File: config.mk
export PLATFORM = sky130hd
export DESIGN_NAME = picorv32_ahb_master
export DESIGN_NICKNAME = d
export VERILOG_FILES = /design/src/rtl/picorv32_ahb_master.sv
export SDC_FILE = /design/constraint.sdc
export NUM_CORES = 1
export LEC_CHECK = 0
export BUFFER_PORTS_ARGS = -buffer_cell sky130_fd_sc_hd__buf_2
export CORE_UTILIZATION = 55
export CTS_BUF_LIST = sky130_fd_sc_hd__clkbuf_8 sky130_fd_sc_hd__clkbuf_16
export DETAILED_ROUTE_END_ITERATION = 6
export GPL_ROUTABILITY_DRIVEN = 0
export PLACE_DENSITY = 0.95
export SLEW_MARGIN = 20
export SYNTH_ARGS = -nofsm -noshare
export SYNTH_HDL_FRONTEND = slang
export SYNTH_SLANG_ARGS = --single-unit
File: constraint.sdc
create_clock -name HCLK -period 4 [get_ports HCLK]
set_input_delay 0.4 -clock HCLK [delete_from_list [all_inputs] [get_ports HCLK]]
set_output_delay 0.4 -clock HCLK [all_outputs]
set_load 0.05 [all_outputs]
File: src/rtl/picorv32_ahb_master.sv
// PicoRV32 native port -> AHB-Lite SINGLE transfers, one at a time; mem_ready 3 cycles after mem_valid (+2 per extra beat),
// stretched by HREADY wait states. Define AHB_MST_ERR_IRQ_EN to add the sticky err_irq/err_addr/err_clr error capture.
module picorv32_ahb_master #(
  parameter bit HPROT_PRIV = 1'b1
) (
  input  logic        HCLK,
  input  logic        HRESETn,
  input  logic        mem_valid,
  input  logic        mem_instr,
  input  logic [31:0] mem_addr,
  input  logic [31:0] mem_wdata,
  input  logic [3:0]  mem_wstrb,
  output logic        mem_ready,
  output logic [31:0] mem_rdata,
  output logic [31:0] HADDR,
  output logic [1:0]  HTRANS,
  output logic        HWRITE,
  output logic [2:0]  HSIZE,
  output logic [2:0]  HBURST,
  output logic [3:0]  HPROT,
  output logic [31:0] HWDATA,
  input  logic [31:0] HRDATA,
  input  logic        HREADY,
`ifdef AHB_MST_ERR_IRQ_EN
  output logic        err_irq,
  output logic [31:0] err_addr,
  input  logic        err_clr,
`endif
  input  logic        HRESP
);

  localparam logic [1:0] TR_IDLE   = 2'b00;
  localparam logic [1:0] TR_NONSEQ = 2'b10;
  localparam logic [2:0] SZ_BYTE   = 3'b000;
  localparam logic [2:0] SZ_HALF   = 3'b001;
  localparam logic [2:0] SZ_WORD   = 3'b010;

  typedef enum logic [1:0] {S_IDLE, S_ADDR, S_DATA, S_RESP} state_t;

  typedef struct packed {
    logic [1:0] off;
    logic [2:0] size;
    logic [3:0] rest;
  } beat_t;

  function automatic logic [1:0] low_lane(input logic [3:0] m);
    logic [1:0] l;
    casez (m)
      4'b???1: l = 2'd0;
      4'b??10: l = 2'd1;
      4'b?100: l = 2'd2;
      default: l = 2'd3;
    endcase
    return l;
  endfunction

  // Aligned patterns go out as one beat; anything else becomes byte beats, lowest lane first.
  function automatic beat_t first_beat(input logic [3:0] strb);
    beat_t b;
    b.off  = 2'd0;
    b.size = SZ_WORD;
    b.rest = 4'b0000;
    case (strb)
      4'b0000, 4'b1111: b.size = SZ_WORD;
      4'b0011: b.size = SZ_HALF;
      4'b1100: begin
        b.size = SZ_HALF;
        b.off  = 2'd2;
      end
      default: begin
        b.size = SZ_BYTE;
        b.off  = low_lane(strb);
        b.rest = strb & ~(4'b0001 << b.off);
      end
    endcase
    return b;
  endfunction

  state_t      state, state_nxt;
  logic [29:0] base, base_nxt;
  logic [31:0] wdata_l, wdata_nxt;
  logic [3:0]  rest, rest_nxt;
  logic [1:0]  htrans_nxt;
  logic [31:0] haddr_nxt, hwdata_nxt, rdata_nxt;
  logic        hwrite_nxt, ready_nxt;
  logic [2:0]  hsize_nxt;
  logic [3:0]  hprot_nxt;
  logic [1:0]  next_lane;
  beat_t       first;
  logic        unused;

  assign unused    = &{1'b0, mem_addr[1:0]};
  assign first     = first_beat(mem_wstrb);
  assign next_lane = low_lane(rest);
  assign HBURST    = 3'b000;

  always_ff @(posedge HCLK or negedge HRESETn) begin
    if (!HRESETn) state <= S_IDLE;
    else          state <= state_nxt;
  end

  always_comb begin
    state_nxt = state;
    case (state)
      S_IDLE: if (mem_valid) state_nxt = S_ADDR;
      S_ADDR: if (HREADY) state_nxt = S_DATA;
      S_DATA: if (HREADY) state_nxt = (HRESP || rest == 4'b0000) ? S_RESP : S_ADDR;
      S_RESP: state_nxt = S_IDLE;
      default: state_nxt = S_IDLE;
    endcase
  end

  always_comb begin
    htrans_nxt = TR_IDLE;
    haddr_nxt  = HADDR;
    hwrite_nxt = HWRITE;
    hsize_nxt  = HSIZE;
    hprot_nxt  = HPROT;
    hwdata_nxt = HWDATA;
    ready_nxt  = 1'b0;
    rdata_nxt  = mem_rdata;
    base_nxt   = base;
    wdata_nxt  = wdata_l;
    rest_nxt   = rest;
    case (state)
      S_IDLE: begin
        if (mem_valid) begin
          base_nxt   = mem_addr[31:2];
          wdata_nxt  = mem_wdata;
          rest_nxt   = first.rest;
          htrans_nxt = TR_NONSEQ;
          haddr_nxt  = {mem_addr[31:2], first.off};
          hsize_nxt  = first.size;
          hwrite_nxt = |mem_wstrb;
          hprot_nxt  = {2'b00, HPROT_PRIV, ~mem_instr};
        end
      end
      S_ADDR: begin
        if (HREADY) hwdata_nxt = wdata_l;
        else        htrans_nxt = TR_NONSEQ;
      end
      S_DATA: begin
        if (HREADY) begin
          if (HRESP) begin
            // Dropping the remaining strobes ends the request after this beat.
            rest_nxt  = 4'b0000;
            ready_nxt = 1'b1;
            if (!HWRITE) rdata_nxt = 32'h0;
          end else begin
            if (!HWRITE) rdata_nxt = HRDATA;
            if (rest != 4'b0000) begin
              htrans_nxt = TR_NONSEQ;
              haddr_nxt  = {base, next_lane};
              hsize_nxt  = SZ_BYTE;
              rest_nxt   = rest & ~(4'b0001 << next_lane);
            end else begin
              ready_nxt = 1'b1;
            end
          end
        end
      end
      default: ;
    endcase
  end

  always_ff @(posedge HCLK or negedge HRESETn) begin
    if (!HRESETn) begin
      HTRANS    <= TR_IDLE;
      HADDR     <= 32'h0;
      HWRITE    <= 1'b0;
      HSIZE     <= SZ_WORD;
      HPROT     <= {2'b00, HPROT_PRIV, 1'b1};
      HWDATA    <= 32'h0;
      mem_ready <= 1'b0;
      mem_rdata <= 32'h0;
      base      <= 30'h0;
      wdata_l   <= 32'h0;
      rest      <= 4'b0000;
    end else begin
      HTRANS    <= htrans_nxt;
      HADDR     <= haddr_nxt;
      HWRITE    <= hwrite_nxt;
      HSIZE     <= hsize_nxt;
      HPROT     <= hprot_nxt;
      HWDATA    <= hwdata_nxt;
      mem_ready <= ready_nxt;
      mem_rdata <= rdata_nxt;
      base      <= base_nxt;
      wdata_l   <= wdata_nxt;
      rest      <= rest_nxt;
    end
  end

`ifdef AHB_MST_ERR_IRQ_EN
  logic err_hit;
  assign err_hit = (state == S_DATA) && HREADY && HRESP;

  // A new error in the same cycle as err_clr keeps the flag set; only the first address is kept.
  always_ff @(posedge HCLK or negedge HRESETn) begin
    if (!HRESETn) begin
      err_irq  <= 1'b0;
      err_addr <= 32'h0;
    end else if (err_hit) begin
      err_irq <= 1'b1;
      if (!err_irq) err_addr <= HADDR;
    end else if (err_clr) begin
      err_irq <= 1'b0;
    end
  end
`endif

endmodule

==> impl_metrics.tcl, run 1 <==
set metrics [dict create \
    crit_path_start "rest[0]$_DFFE_PN0P_" \
    hold_path_class "in -> async" \
    synth_xor_area_share_pct 0.1251 \
    ctsResizeCount 0 \
    viasPerCell 5.125 \
    dpl_worst_slack_ns 1.529 \
    synth_edf_count 0 \
    avgSynthCellArea_um2 10.14 \
    final_cell_mix "227 x nand2_1, 204 x buf_2, 168 x dfrtp_1" \
    powerDensity_nw_per_um2 961.8 \
    ys_types 38 \
    comb_power_share_pct 45.5 \
    layout-drive-gt1-share_pct 34.62 \
    worstMarginPinSlew_ns 0.9808 \
    slew_violations 0 \
    seq_power_share_pct 35.7 \
    p_leak_uw 0.004589 \
    crit_type "reg -> reg" \
    ant_nets 0 \
    die_x_um 114.8 \
    grt_max_degree 97 \
    setup_viol 0 \
    min_period_ns 2.267 \
    crit_required_ns 4.27 \
    yosysSeqAreaShare_pct 60.82 \
    top_level_ports 216 \
    synth-compound-area-share_pct 10.98 \
    end_kind "register" \
    clk_latency_ns 0.42 \
    intPower_uw 4443 \
    portBuffers 205 \
    grt_overflow_total 0 \
    synth-main-ff-cell "dfrtp_1" \
    violations "negative hold slack" \
    die_area_um2 13180 \
    hold_viol_final 15 \
    maxSlewHeadroom_pct 34.61 \
    async_flop_share_pct 100.0 \
    postCtsHoldBufs 0 \
    vias 5376 \
    holdWs_ns -0.01890 \
    grt_pass1_wl_um 24980 \
    period_share_pct 56.68 \
    cts_sinks 170 \
    root_buffer "clkbuf_16" \
    clock-skew-final_ns 0.008257 \
    rows 40 \
    synth-seq-cells 170 \
    cts_post_setup_buffers_inserted 0 \
    drt_first_pass_iters 4 \
    vdd_drop_max_mv 0.6603 \
    layout_setup_ws_ns 1.733 \
    synth_top_family_by_area "simple AND/OR/NAND/NOR gates" \
    worstPathCellList "nor4_1 -> or2_1 -> buf_4 -> and2_4 -> o31ai_1" \
    outcome "complete, but fails checks" \
    max_freq_mhz 441.0 \
    crit_fanout 34 \
    drv_cap 0 \
    nets 979 \
    diodes 0 \
    slowest_delay_ns 0.61 \
    cts_tree "done" \
    rsz0062_at_grt "no" \
    clkPwrFrac_pct 18.8 \
    drc_errors 0 \
    mostFrequentLayoutCell "nand2_1" \
    synthAdderAreaFrac_pct 0 \
    ys_warn_count 0 \
    h-tree-depth 4 \
    gr-usage-all-layers_pct 24.97 \
    synthCells 690 \
    drtIter0Drc 340 \
    die_y_um 114.8 \
    core_um2 12210 \
    cp.arrival_ns 2.53 \
    setup_tns_ns 0 \
    muxShareOfSynthArea_pct 5.291 \
    start_kind "register" \
    timing.rr.start "rest[0]$_DFFE_PN0P_" \
    start_util_pct 57.32 \
    crit_slowest_cell "and2_4" \
    place.detailed.hpwl_um 10240 \
    syn2layout_area_growth_pct 22.99 \
    clkTransAtPathRegs_ns 0.06 \
    clock_path_buffers 2 \
    wire_per_inst_um 15.00 \
    grt_antenna_before_repair 0 \
    cts_made_buffers 17 \
    sw_frac_of_total_pct 46.33 \
    wl_um 15740 \
    first_global_vias 5194 \
    yosys.area_share.simple_pct 16.91 \
    syn_area_um2 6999 \
    switchingPower_uw 3836 \
]
-- layout make-up --
| cell class | count | area [um2] |
|---|---|---|
| clock buffers | 24 | 521.8 |
| fillers | 901 | 3603 |
| repair buffers | 210 | 1082 |
| multi-input cells | 440 | 2371 |
| clock inverters | 3 | 38.79 |
| inverters | 34 | 127.6 |
| well taps | 168 | 210.2 |
| flip-flops and latches | 170 | 4257 |
-- cells in the mapped netlist, types with 6 or more instances --
| cell type | count | share of area [%] |
|---|---|---|
| o21ai_0 | 12 | 0.86 |
| inv_1 | 34 | 1.8 |
| dfrtp_1 | 168 | 60 |
| buf_4 | 8 | 0.86 |
| clkbuf_1 | 31 | 1.7 |
| o21ai_1 | 28 | 2.0 |
| buf_6 | 6 | 0.97 |
| mux2_2 | 32 | 5.1 |
| nand2_1 | 228 | 12 |
| a21oi_2 | 29 | 3.6 |
| o22ai_1 | 30 | 2.7 |
| nand2b_1 | 33 | 2.9 |
-- metal layers --
metal	vias up	part of all wire, %	wire (um)	global-route usage (%)
met5	-	0	0	0
met4	0	1.1	180	9.524
met3	19	7.9	1251	8.382
met2	201	50	7802	42.14
met1	2581	41	6502	29.83
li1	2575	-	-	-
-- flip-flops by register name (all words and copies together), names as in the netlist, 2 cells and up --
signal	count
HADDR	32
HSIZE	2
HWDATA	32
base	30
mem_rdata	32
rest	4
state	2
wdata_l	32
-- path summary, 6_finish.rpt --
path / end / slack, ns / depth (start not counted)
min reg2reg: wdata_l[21]$_DFFE_PN0P_ / 0.47 / 2
max: HTRANS[1]$_DFF_PN0_ / 1.73 / 5
max in group asynchronous: base[2]$_DFFE_PN0P_ / 3.06 / 2
min: mem_rdata[25]$_DFFE_PN0P_ / -0.02 / 1
min in group HCLK: HPROT[0]$_DFFE_PN1P_ / 0.13 / 2
max reg2reg: HTRANS[1]$_DFF_PN0_ / 1.73 / 5
-- through the flow --
step | util, % | instances | area [um2] | power [uW]
final | 70.49 | 1049 | 8608 | 8279
after global routing | 70.49 | 1049 | 8608 | 8727
after CTS | 70.49 | 1049 | 8608 | 8330
after detailed placement | 65.90 | 1022 | 8048 | 6740
after global placement | 65.90 | 1022 | 8048 | 6595
after floorplan | - | 696 | 7022 | 5851
-- cells by family after synthesis --
group                  count (synthesis)
AO/OA/AOI/OAI                        116
XOR/XNOR                               1
buffers and inverters                 86
flip-flops                           170
multiplexers                          33
other                                  2
AND/OR/NAND/NOR                      282
-- power groups by stage --
stage / Clock (uW) / Sequential (uW) / Combinational (uW)
finish: 1560 / 2960 / 3760
global placement: 0 / 2920 / 3670
global route: 1650 / 3050 / 4030
CTS: 1580 / 2950 / 3790
detailed placement: 0 / 2960 / 3780
floorplan: 0 / 4580 / 1270
-- critical path: cells and delay by family (launching register included) --
kind / cells / cell delay, ns
buffers and inverters: 1 / 0.36
and+or+nand+nor: 3 / 1.14
DFF: 1 / 0.43
AOI/OAI and AO/OA: 1 / 0.15
No activity file was read; power rests on OpenSTA's default activity.
==> inputs of run 2 (changes only) <==
Settings changed: CORE_UTILIZATION 55 to 51, PLACE_DENSITY 0.95 to 0.9.
Clock period 4 ns to 2.2 ns, I/O delays scaled along.
==> impl_metrics.tcl, run 2 (synthesis gave the netlist of run 1 again) <==
set metrics [dict create \
    crit_fanout 15 \
    die_x_um 119.2 \
    wire_per_inst_um 15.25 \
    intPower_uw 8195 \
    sw_frac_of_total_pct 46.49 \
    setup_viol 0 \
    grt_antenna_before_repair 1 \
    met2_usage_pct 43.13 \
    first_global_vias 5705 \
    clock_path_buffers 2 \
    top_level_ports 216 \
    die_area_um2 14200 \
    dpl_worst_slack_ns 0.4482 \
    gr-usage-all-layers_pct 25.20 \
    hold_viol_final 0 \
    cp.arrival_ns 2.11 \
    viasPerCell 5.078 \
    cts_made_buffers 17 \
    drtIter0Drc 321 \
    slew_violations 0 \
    grt_pass1_wl_um 27570 \
    vias 5667 \
    place.detailed.hpwl_um 10580 \
    h-tree-depth 4 \
    stdcell_count 1116 \
    layout-drive-gt1-share_pct 33.87 \
    mostFrequentLayoutCell "nand2_1" \
    maxSlewHeadroom_pct 63.41 \
    root_buffer "clkbuf_16" \
    cts_tree "done" \
    comb_power_share_pct 46.1 \
    clock-skew-final_ns 0.006786 \
    portBuffers 205 \
    outcome "complete, no violations" \
    core_um2 13300 \
    grt_overflow_total 0 \
    grtUsageMet1_pct 29.93 \
    crit_required_ns 2.51 \
    clkTransAtPathRegs_ns 0.06 \
    rows 42 \
    seq_power_share_pct 35.1 \
    top_usage_layer "met2" \
    start_util_pct 52.64 \
    setup_tns_ns 0 \
    syn2layout_area_growth_pct 31.12 \
    p_leak_uw 0.004836 \
    drc_errors 0 \
    clk_latency_ns 0.42 \
    powerDensity_nw_per_um2 1669 \
    die_y_um 119.2 \
    grt_max_degree 65 \
    dpl.cell_count 1041 \
    start_kind "register" \
    nets 1034 \
    rsz0062_at_grt "no" \
    hold_path_class "in -> reg" \
    final_cell_mix "227 x nand2_1, 204 x buf_2, 168 x dfrtp_1" \
    power_uw 15310 \
    cts_sinks 170 \
    worstMarginPinSlew_ns 0.5438 \
    min_period_ns 1.806 \
    ant_nets 0 \
    drt_first_pass_iters 4 \
    period_share_pct 82.09 \
    max_freq_mhz 553.7 \
    layout_setup_ws_ns 0.3940 \
    end_kind "register" \
    wl_um 17020 \
    drv_cap 0 \
    crit_type "reg -> reg" \
    switchingPower_uw 7120 \
    clkPwrFrac_pct 18.8 \
    met3_usage_pct 6.418 \
    vdd_drop_max_mv 1.008 \
]
-- run 2: cell types whose count changed in the layout (fill, tap and decap cells not counted) --
cell and delta:
clkinvlp_4 +2, inv_1 +1, dlygate4sd3_1 +44, clkinv_2 +3, clkbuf_8 -4, bufinv_16 +1, buf_12 +2, diode_2 +1
buf_4 +9
-- run 2: area by class of cell --
class,instances,area [um2]
Antenna cell,1,2.502
Clock buffer,20,466.7
Clock inverter,10,102.6
Fill cell,925,4118
Inverter,34,127.6
Multi-Input combinational cell,440,2371
Sequential cell,170,4257
Tap cell,176,220.2
Timing Repair Buffer,265,1630
-- run 2: power by group through the flow --
stage | sequential (uW) | clock, uW | combinational (uW)
4_1_cts | 5350 | 2920 | 7040
3_3_place_gp | 5310 | 0 | 6780
6_report | 5380 | 2890 | 7050
2_1_floorplan | 8330 | 0 | 2310
3_5_place_dp | 5370 | 0 | 6950
5_1_grt | 5540 | 3060 | 7510
-- run 2: worst paths after layout --
kind | slack, ns | start | to | cells after the start
hold / removal | 0.005 | mem_wdata[24] | wdata_l[24]$_DFFE_PN0P_ | 3
hold reg to reg | 0.47 | wdata_l[31]$_DFFE_PN0P_ | wdata_l[31]$_DFFE_PN0P_ | 2
max in group asynchronous | 1.26 | HRESETn | wdata_l[7]$_DFFE_PN0P_ | 3
setup reg to reg | 0.39 | rest[0]$_DFFE_PN0P_ | HADDR[26]$_DFFE_PN0P_ | 5
setup / recovery | 0.39 | rest[0]$_DFFE_PN0P_ | HADDR[26]$_DFFE_PN0P_ | 5
min in group asynchronous | 0.31 | HRESETn | mem_rdata[4]$_DFFE_PN0P_ | 2
-- run 2: timing repair --
action / 4_1_cts / 5_1_grt
resized for setup: 0 / 0
hold endpoints to repair: 86 / 0
hold buffers: 44 / 0
buffers inserted: 0 / 0
-- run 2: metrics by stage --
step                hold slack, ns  area, um2  util (%)
CTS                      0.0003934       9175     69.01
finish                    0.005016       9178     69.03
detailed placement          0.1883       8165     61.42
global route              0.002958       9175     69.01
global placement            0.1976       8165     61.42
floorplan                 -0.07559       7022         -
-- run 2: critical path, stage by stage (launching register included) --
cell     delay [ns]
dfrtp_1        0.42
nor4_1         0.40
or2_1          0.23
and2_4         0.33
buf_12         0.21
a21oi_2        0.08
-- run 2: routing by layer --
metal  wire, um  part of all wire [%]
met1       7120                    42
met2       8437                    50
met3       1075                   6.3
met4        389                   2.3
met5          0                     0
